## config.mk

```make
export PLATFORM = sky130hd
export DESIGN_NAME = control_sequencer
export DESIGN_NICKNAME = d
export VERILOG_FILES = /design/src/rtl/cpu_pkg.sv /design/src/rtl/instr_decode.sv /design/src/rtl/control_sequencer.sv
export SDC_FILE = /design/constraint.sdc
export NUM_CORES = 1
export LEC_CHECK = 0
export ABC_AREA = 1
export CELL_PAD_IN_SITES_DETAIL_PLACEMENT = 1
export CELL_PAD_IN_SITES_GLOBAL_PLACEMENT = 2
export CORE_AREA = 2 2 92 94
export DETAILED_ROUTE_END_ITERATION = 12
export DIE_AREA = 0 0 94 96
export DONT_BUFFER_PORTS = 1
export PLACE_DENSITY = 0.76
export SLEW_MARGIN = 5
export SYNTH_ARGS = -nofsm -noshare
export SYNTH_HDL_FRONTEND = slang
export SYNTH_SLANG_ARGS = --single-unit
```

## constraint.sdc

```tcl
create_clock -name clk -period 1.9 [get_ports clk]
set_input_delay 0.38 -clock clk [delete_from_list [all_inputs] [get_ports clk]]
set_output_delay 0.38 -clock clk [all_outputs]
set_load 0.005 [all_outputs]
```

## src/rtl/cpu_pkg.sv

```systemverilog
// Shared opcode map, state encoding and per-state control decode for the CPU sequencer.
// Latency: combinational helpers only.
// Backpressure: none.
package cpu_pkg;

    localparam logic [4:0] OP_LD   = 5'd0;
    localparam logic [4:0] OP_LDI  = 5'd1;
    localparam logic [4:0] OP_ST   = 5'd2;
    localparam logic [4:0] OP_ADD  = 5'd3;
    localparam logic [4:0] OP_SUB  = 5'd4;
    localparam logic [4:0] OP_SHR  = 5'd5;
    localparam logic [4:0] OP_SHRA = 5'd6;
    localparam logic [4:0] OP_SHL  = 5'd7;
    localparam logic [4:0] OP_ROR  = 5'd8;
    localparam logic [4:0] OP_ROL  = 5'd9;
    localparam logic [4:0] OP_AND  = 5'd10;
    localparam logic [4:0] OP_OR   = 5'd11;
    localparam logic [4:0] OP_ADDI = 5'd12;
    localparam logic [4:0] OP_ANDI = 5'd13;
    localparam logic [4:0] OP_ORI  = 5'd14;
    localparam logic [4:0] OP_DIV  = 5'd15;
    localparam logic [4:0] OP_MUL  = 5'd16;
    localparam logic [4:0] OP_NEG  = 5'd17;
    localparam logic [4:0] OP_NOT  = 5'd18;

    typedef enum logic [3:0] {
        ST_RESET, ST_T0, ST_T1, ST_T2, ST_T3, ST_T4, ST_T5, ST_T6, ST_T7, ST_HALT
    } state_t;

    typedef enum logic [2:0] {
        IC_RTYPE, IC_IMM, IC_MULDIV, IC_UNARY, IC_LD, IC_LDI, IC_ST, IC_ILLEGAL
    } iclass_t;

    // ir[31:15]; the low immediate bits never steer the sequencer.
    typedef struct packed {
        logic [4:0] op;
        logic [3:0] ra;
        logic [3:0] rb;
        logic [3:0] rc;
    } instr_t;

    typedef struct packed {
        logic       pc_out;
        logic       zlo_out;
        logic       zhi_out;
        logic       mdr_out;
        logic       c_out;
        logic       mar_enable;
        logic       z_enable;
        logic       lo_enable;
        logic       hi_enable;
        logic       pc_enable;
        logic       mdr_enable;
        logic       ir_enable;
        logic       y_enable;
        logic       pc_increment;
        logic       read;
        logic       write;
        logic       reg_out_en;
        logic [3:0] reg_out_sel;
        logic       reg_in_en;
        logic [3:0] reg_in_sel;
        logic [4:0] op_code;
        logic       run;
    } ctrl_t;

    function automatic ctrl_t ctrl_for(state_t s, iclass_t c, instr_t f);
        ctrl_t o;
        o     = '0;
        o.run = (s != ST_RESET) && (s != ST_HALT);
        case (s)
            ST_T0: begin
                o.pc_out = 1'b1; o.mar_enable = 1'b1; o.pc_increment = 1'b1; o.z_enable = 1'b1;
            end
            ST_T1: begin
                o.zlo_out = 1'b1; o.pc_enable = 1'b1; o.read = 1'b1; o.mdr_enable = 1'b1;
            end
            ST_T2: begin
                o.mdr_out = 1'b1; o.ir_enable = 1'b1;
            end
            ST_T3: case (c)
                IC_MULDIV: begin o.reg_out_en = 1'b1; o.reg_out_sel = f.ra; o.y_enable = 1'b1; end
                IC_UNARY:  begin o.reg_out_en = 1'b1; o.reg_out_sel = f.rb; o.op_code = f.op; o.z_enable = 1'b1; end
                IC_ILLEGAL: begin end
                default:   begin o.reg_out_en = 1'b1; o.reg_out_sel = f.rb; o.y_enable = 1'b1; end
            endcase
            ST_T4: case (c)
                IC_RTYPE:  begin o.reg_out_en = 1'b1; o.reg_out_sel = f.rc; o.op_code = f.op; o.z_enable = 1'b1; end
                IC_IMM:    begin o.c_out = 1'b1; o.op_code = f.op; o.z_enable = 1'b1; end
                IC_MULDIV: begin o.reg_out_en = 1'b1; o.reg_out_sel = f.rb; o.op_code = f.op; o.z_enable = 1'b1; end
                IC_UNARY:  begin o.zlo_out = 1'b1; o.reg_in_en = 1'b1; o.reg_in_sel = f.ra; end
                IC_LD, IC_LDI, IC_ST: begin o.c_out = 1'b1; o.op_code = OP_ADD; o.z_enable = 1'b1; end
                default:   begin end
            endcase
            ST_T5: case (c)
                IC_RTYPE, IC_IMM, IC_LDI: begin o.zlo_out = 1'b1; o.reg_in_en = 1'b1; o.reg_in_sel = f.ra; end
                IC_MULDIV: begin o.zlo_out = 1'b1; o.lo_enable = 1'b1; end
                IC_LD, IC_ST: begin o.zlo_out = 1'b1; o.mar_enable = 1'b1; end
                default:   begin end
            endcase
            ST_T6: case (c)
                IC_MULDIV: begin o.zhi_out = 1'b1; o.hi_enable = 1'b1; end
                IC_LD:     begin o.read = 1'b1; o.mdr_enable = 1'b1; end
                IC_ST:     begin o.reg_out_en = 1'b1; o.reg_out_sel = f.ra; o.mdr_enable = 1'b1; end
                default:   begin end
            endcase
            ST_T7: case (c)
                IC_LD:     begin o.mdr_out = 1'b1; o.reg_in_en = 1'b1; o.reg_in_sel = f.ra; end
                IC_ST:     begin o.write = 1'b1; end
                default:   begin end
            endcase
            default: begin end
        endcase
        return o;
    endfunction

endpackage

```

## src/rtl/instr_decode.sv

```systemverilog
// Maps a 5-bit opcode onto the instruction class that selects the execute sequence.
// Latency: combinational.
// Backpressure: none.
module instr_decode
    import cpu_pkg::*;
(
    input  logic [4:0] op,
    output iclass_t    iclass
);

    always_comb begin
        iclass = IC_ILLEGAL;
        if (op == OP_LD)
            iclass = IC_LD;
        else if (op == OP_LDI)
            iclass = IC_LDI;
        else if (op == OP_ST)
            iclass = IC_ST;
        else if (op <= OP_OR)
            iclass = IC_RTYPE;
        else if (op <= OP_ORI)
            iclass = IC_IMM;
        else if (op == OP_DIV || op == OP_MUL)
            iclass = IC_MULDIV;
        else if (op == OP_NEG || op == OP_NOT)
            iclass = IC_UNARY;
    end

endmodule

```

## src/rtl/control_sequencer.sv

```systemverilog
// Moore control sequencer: fetch T0-T2, class-specific execute T3-T7, HALT on stop or illegal op.
// Latency: outputs are registered and valid in the cycle the state is entered.
// Backpressure: none; stop only acts at instruction end, clr aborts immediately.
module control_sequencer
    import cpu_pkg::*;
(
    input  logic        clk,
    input  logic        clr,
    input  logic [31:0] ir,
    input  logic        stop,
    output logic        pc_out,
    output logic        zlo_out,
    output logic        zhi_out,
    output logic        mdr_out,
    output logic        c_out,
    output logic        mar_enable,
    output logic        z_enable,
    output logic        lo_enable,
    output logic        hi_enable,
    output logic        pc_enable,
    output logic        mdr_enable,
    output logic        ir_enable,
    output logic        y_enable,
    output logic        pc_increment,
    output logic        read,
    output logic        write,
    output logic        reg_out_en,
    output logic [3:0]  reg_out_sel,
    output logic        reg_in_en,
    output logic [3:0]  reg_in_sel,
    output logic [4:0]  op_code,
    output logic        run
);

    state_t  state;
    state_t  nxt;
    state_t  after_last;
    instr_t  ir_f;
    instr_t  ir_q;
    instr_t  cur;
    iclass_t cls;
    ctrl_t   ctl;
    logic    armed;
    logic    ir_unused;

    assign ir_f      = ir[31:15];
    assign ir_unused = ^ir[14:0];

    // The external IR is loaded during T2, so decode from it directly then and from the copy afterwards.
    assign cur        = (state == ST_T2) ? ir_f : ir_q;
    assign after_last = stop ? ST_HALT : ST_T0;

    instr_decode u_decode (
        .op     (cur.op),
        .iclass (cls)
    );

    always_comb begin
        nxt = state;
        case (state)
            ST_RESET: nxt = armed ? ST_T0 : ST_RESET;
            ST_T0:    nxt = ST_T1;
            ST_T1:    nxt = ST_T2;
            ST_T2:    nxt = ST_T3;
            ST_T3:    nxt = (cls == IC_ILLEGAL) ? ST_HALT : ST_T4;
            ST_T4:    nxt = (cls == IC_UNARY) ? after_last : ST_T5;
            ST_T5:    nxt = (cls inside {IC_RTYPE, IC_IMM, IC_LDI}) ? after_last : ST_T6;
            ST_T6:    nxt = (cls == IC_MULDIV) ? after_last : ST_T7;
            ST_T7:    nxt = after_last;
            default:  nxt = ST_HALT;
        endcase
    end

    // armed delays the first T0 to the second edge after clr releases.
    always_ff @(posedge clk or posedge clr) begin
        if (clr) begin
            state <= ST_RESET;
            armed <= 1'b0;
            ir_q  <= '0;
            ctl   <= '0;
        end else begin
            armed <= 1'b1;
            state <= nxt;
            ir_q  <= cur;
            ctl   <= ctrl_for(nxt, cls, cur);
        end
    end

    assign pc_out       = ctl.pc_out;
    assign zlo_out      = ctl.zlo_out;
    assign zhi_out      = ctl.zhi_out;
    assign mdr_out      = ctl.mdr_out;
    assign c_out        = ctl.c_out;
    assign mar_enable   = ctl.mar_enable;
    assign z_enable     = ctl.z_enable;
    assign lo_enable    = ctl.lo_enable;
    assign hi_enable    = ctl.hi_enable;
    assign pc_enable    = ctl.pc_enable;
    assign mdr_enable   = ctl.mdr_enable;
    assign ir_enable    = ctl.ir_enable;
    assign y_enable     = ctl.y_enable;
    assign pc_increment = ctl.pc_increment;
    assign read         = ctl.read;
    assign write        = ctl.write;
    assign reg_out_en   = ctl.reg_out_en;
    assign reg_out_sel  = ctl.reg_out_sel;
    assign reg_in_en    = ctl.reg_in_en;
    assign reg_in_sel   = ctl.reg_in_sel;
    assign op_code      = ctl.op_code;
    assign run          = ctl.run;

endmodule

```

==> reports/qor.csv <==
stage;metric;value;unit
floorplanning;number_of_top_level_design_ports;67;
timing;post-route-period-util;116;%
critical_path;crit_type;reg2reg;
floorplanning;die_height;96;um
pwr;vdd_ir_drop_max;0.227;mV
min_path;timing.hold.worst_endpoint;ir_q[0];
grt;grt_antenna_before_repair;0;
cells_and_area;layout-area-overhead-vs-synth;50.1;%
routing;route.antenna.remaining_nets;0;
clock_network;clk_pin_slew_worst_paths;90;ps
synth;ys_top_cells_by_area;sky130_fd_sc_hd__dfrtp_1, sky130_fd_sc_hd__nand2_1, sky130_fd_sc_hd__nand3_1;
placed_design;dp_hpwl;5410;um
outcome;run_status;complete, but fails checks;
outcome;violations;negative setup slack;
clock_network;h-tree-depth;2;
grt;grt_pass1_vias;2618;
synth;post_synth.cell_area_avg;8.09;um^2
timing;report.final.hold_viol_count;0;
cells_and_area;final_standard_cell_utilization_of_the_core;47.2;%
timing;unrepaired_setup_endpoints_after_global_routing;yes;
floorplanning;core_region_area;0.00805;mm^2
synth;synth-seq-cells;52;
grt;grt_pass1_wl;12600;um
critical_path;slowest_stage;sky130_fd_sc_hd__dfrtp_1;
timing;fin_skew;2.65;ps
routing;vias;2376;
pwr;p_total;1.80;mW
cells_and_area;nNetsFinal;427;
clock_network;cts_bufs_inserted;5;
placed_design;io_buffer_count;0;
routing;firstDrtPassIters;4;
grt;grt_util_all_layers;18.2;%
grt;maximum_number_of_pins_on_one_net_before_global_route_repair;35;
flow_run;cap_viol_max_count;0;
critical_path;endpoint_kind;flip-flop;
min_path;hp-class;in2reg;
synth;synth_top_area_cell;sky130_fd_sc_hd__dfrtp_1;
cells_and_area;diodes;0;
placed_design;pre_cts_slack;-288;ps
placed_design;routabilityCongestion;0.776;
pwr;static_power_due_to_leakage;1.91;nW
synth;post_synthesis_net_count;348;
routing;remaining_drc_errors;0;
cells_and_area;drive_above_1_share;48.3;%
placed_design;place.detailed.instances;463;
floorplanning;initial_utilization;31.4;%
synth;seq_area_frac_synth;51.4;%
clock_network;clock_tree.buffer_depth;2;
timing;setup_viol_count_final;29;
floorplanning;fp.dieW;94;um
routing;viasPerCell;4.77;
cells_and_area;final.fill_count;943;
cells_and_area;stdcell_count;498;
clock_network;root_buffer_selected_by_cts;sky130_fd_sc_hd__clkbuf_8;
routing;routed_wire_length_per_instance;16.1;um
critical_path;setup.worst_path.start_class;flip-flop;
clock_network;worst_skew_pair.late_latency;310;ps
timing;max_freq;455;MHz
min_path;worstHoldPathCells;2;
clock_network;tritoncts;yes;
critical_path;reg2reg_slack;-300;ps
critical_path;timing.critical_path.fanout_max;6;
critical_path;r2r-start;state[2];
critical_path;critical_path.reg2reg.endpoint;run;
critical_path;cp_common_cell;sky130_fd_sc_hd__nand2_2;
floorplanning;placementRows;33;
floorplanning;die_area;0.00902;mm^2
timing;period_minus_slack;2200;ps
routing;postRouteWirelength;8040;um
timing;final_critical_path_setup_slack;-298;ps
synth;syn_area;0.00253;mm^2
critical_path;crit_chain;nor2_4 -> nand2_8 -> buf_6 -> o21ai_4 -> nand2_1 -> nand2_2 -> nand2_2 -> nand2_4 -> nand2_2 -> nor2_4 -> nand3_4 -> nor2_1 -> nor2_1;
synth;synth.lib_cells_used.distinct;32;
routing;first_iter_violations;62;
critical_path;rr_worst_depth;13;
critical_path;slowest_delay;420;ps
synth;synth-warning-count;0;
timing;fin_max_slew_vios;0;
min_path;min-delay-start;ir[15];
synth;syn_inst;313;
clock_network;cts_num_sinks;52;
grt;globalRouteOverflowTotal;0;
synth;yosys.area.top_type_share;51.4;%
critical_path;critical_path_arrival;2410;ps
pwr;power.density;474;mW/mm^2
critical_path;crit_required;2110;ps
[through the flow]
step	cell area, um^2	hold WS, ps	setup TNS (ps)
final	3800	225	-6280
after detailed placement	3020	303	-5200
after global placement	3020	293	-4400
after global routing	3800	239	-9810
after CTS	3560	206	-4540
after floorplan	2530	445	0
[critical path, delay by kind of cell, from the launching register on]
| family | cells | cell delay (ps) |
|---|---|---|
| AO/OA/AOI/OAI | 1 | 230 |
| buffers and inverters | 1 | 140 |
| flip-flops | 1 | 420 |
| AND/OR/NAND/NOR | 11 | 1300 |
[cell families after synthesis]
logic type | count (synthesis) | share of synthesized area, %
simple gates | 189 | 34.9
flops | 52 | 51.4
buf+inv | 46 | 7.51
compound gates | 25 | 5.98
other cells | 1 | 0.148
[state kept, by name, indices dropped and copies added, names as in the netlist, 4 cells and up]
| signal | flops |
|---|---|
| reg_in_sel | 4 |
| ir_q | 17 |
| state | 4 |
| op_code | 5 |
| reg_out_sel | 4 |
[report_power, final]
| part | internal (mW) | switching, mW | total, mW | leakage, nW |
|---|---|---|---|---|
| clock | 0.297 | 0.363 | 0.660 | 0.0445 |
| combinational | 0.00793 | 0.0252 | 0.0331 | 1.21 |
| sequential | 1.11 | 0.000380 | 1.11 | 0.651 |
| total | 1.41 | 0.389 | 1.80 | 1.91 |
[what timing repair did]
item | 4_1_cts | 5_1_grt
resized for setup | 82 | 51
endpoints found under the hold margin | 18 | 0
endpoints found under the setup margin | 27 | 35
setup buffers | 20 | 8
hold buffers | 1 | 0
pin swaps | 25 | 24
[layer usage]
layer  vias to the layer above  GRT usage, %  wire (um)
met4                         0          4.59        119
met3                        11          3.99        264
met5                         -             0          0
met1                      1179          21.6       3470
li1                       1148             -          -
met2                        38          33.4       4180
[final cells by class]
class | count | area, um^2 | share of cell area (%)
multi-input cells | 215 | 1450 | 38.3
flip-flops and latches | 52 | 1300 | 34.2
repair buffers | 79 | 658 | 17.3
inverters | 39 | 161 | 4.25
well taps | 105 | 131 | 3.46
clock buffers | 7 | 86.3 | 2.27
clock inverters | 1 | 7.51 | 0.198
[cells in the mapped netlist, drive strengths merged]
library cell  count
conb              1
nand2            93
inv              37
a21oi             6
a32oi             1
clkinv            2
o21ai            13
and2              4
o22ai             4
clkbuf            3
dfrtp            52
nand4             2
nand3b            3
o211ai            1
nand3            43
buf               4
nor3              6
nor2             34
or2               4
[cells in the final DEF, fill, tap and decap left out, types with 9 or more instances in the layout]
master                    count
sky130_fd_sc_hd__nand2_2     23
sky130_fd_sc_hd__nand2_4      9
sky130_fd_sc_hd__buf_4       66
sky130_fd_sc_hd__nand2_1     60
sky130_fd_sc_hd__nand3_2     19
sky130_fd_sc_hd__nand3_1     18
sky130_fd_sc_hd__nor2_1      14
sky130_fd_sc_hd__buf_6       10
sky130_fd_sc_hd__dfrtp_1     52
sky130_fd_sc_hd__nor2_4      14
sky130_fd_sc_hd__inv_1       28
[how the worst max path moves through the flow]
stage	start	depth (start not counted)	endpoint	slack, ps
3_3_place_gp	state[0]	14	reg_in_en	-220
2_1_floorplan	state[3]	13	run	50
3_5_place_dp	state[2]	12	run	-290
5_1_grt	state[2]	13	run	-420
4_1_cts	state[3]	13	run	-230
6_report	state[2]	13	run	-300
No activity file was read; power rests on OpenSTA's default activity.
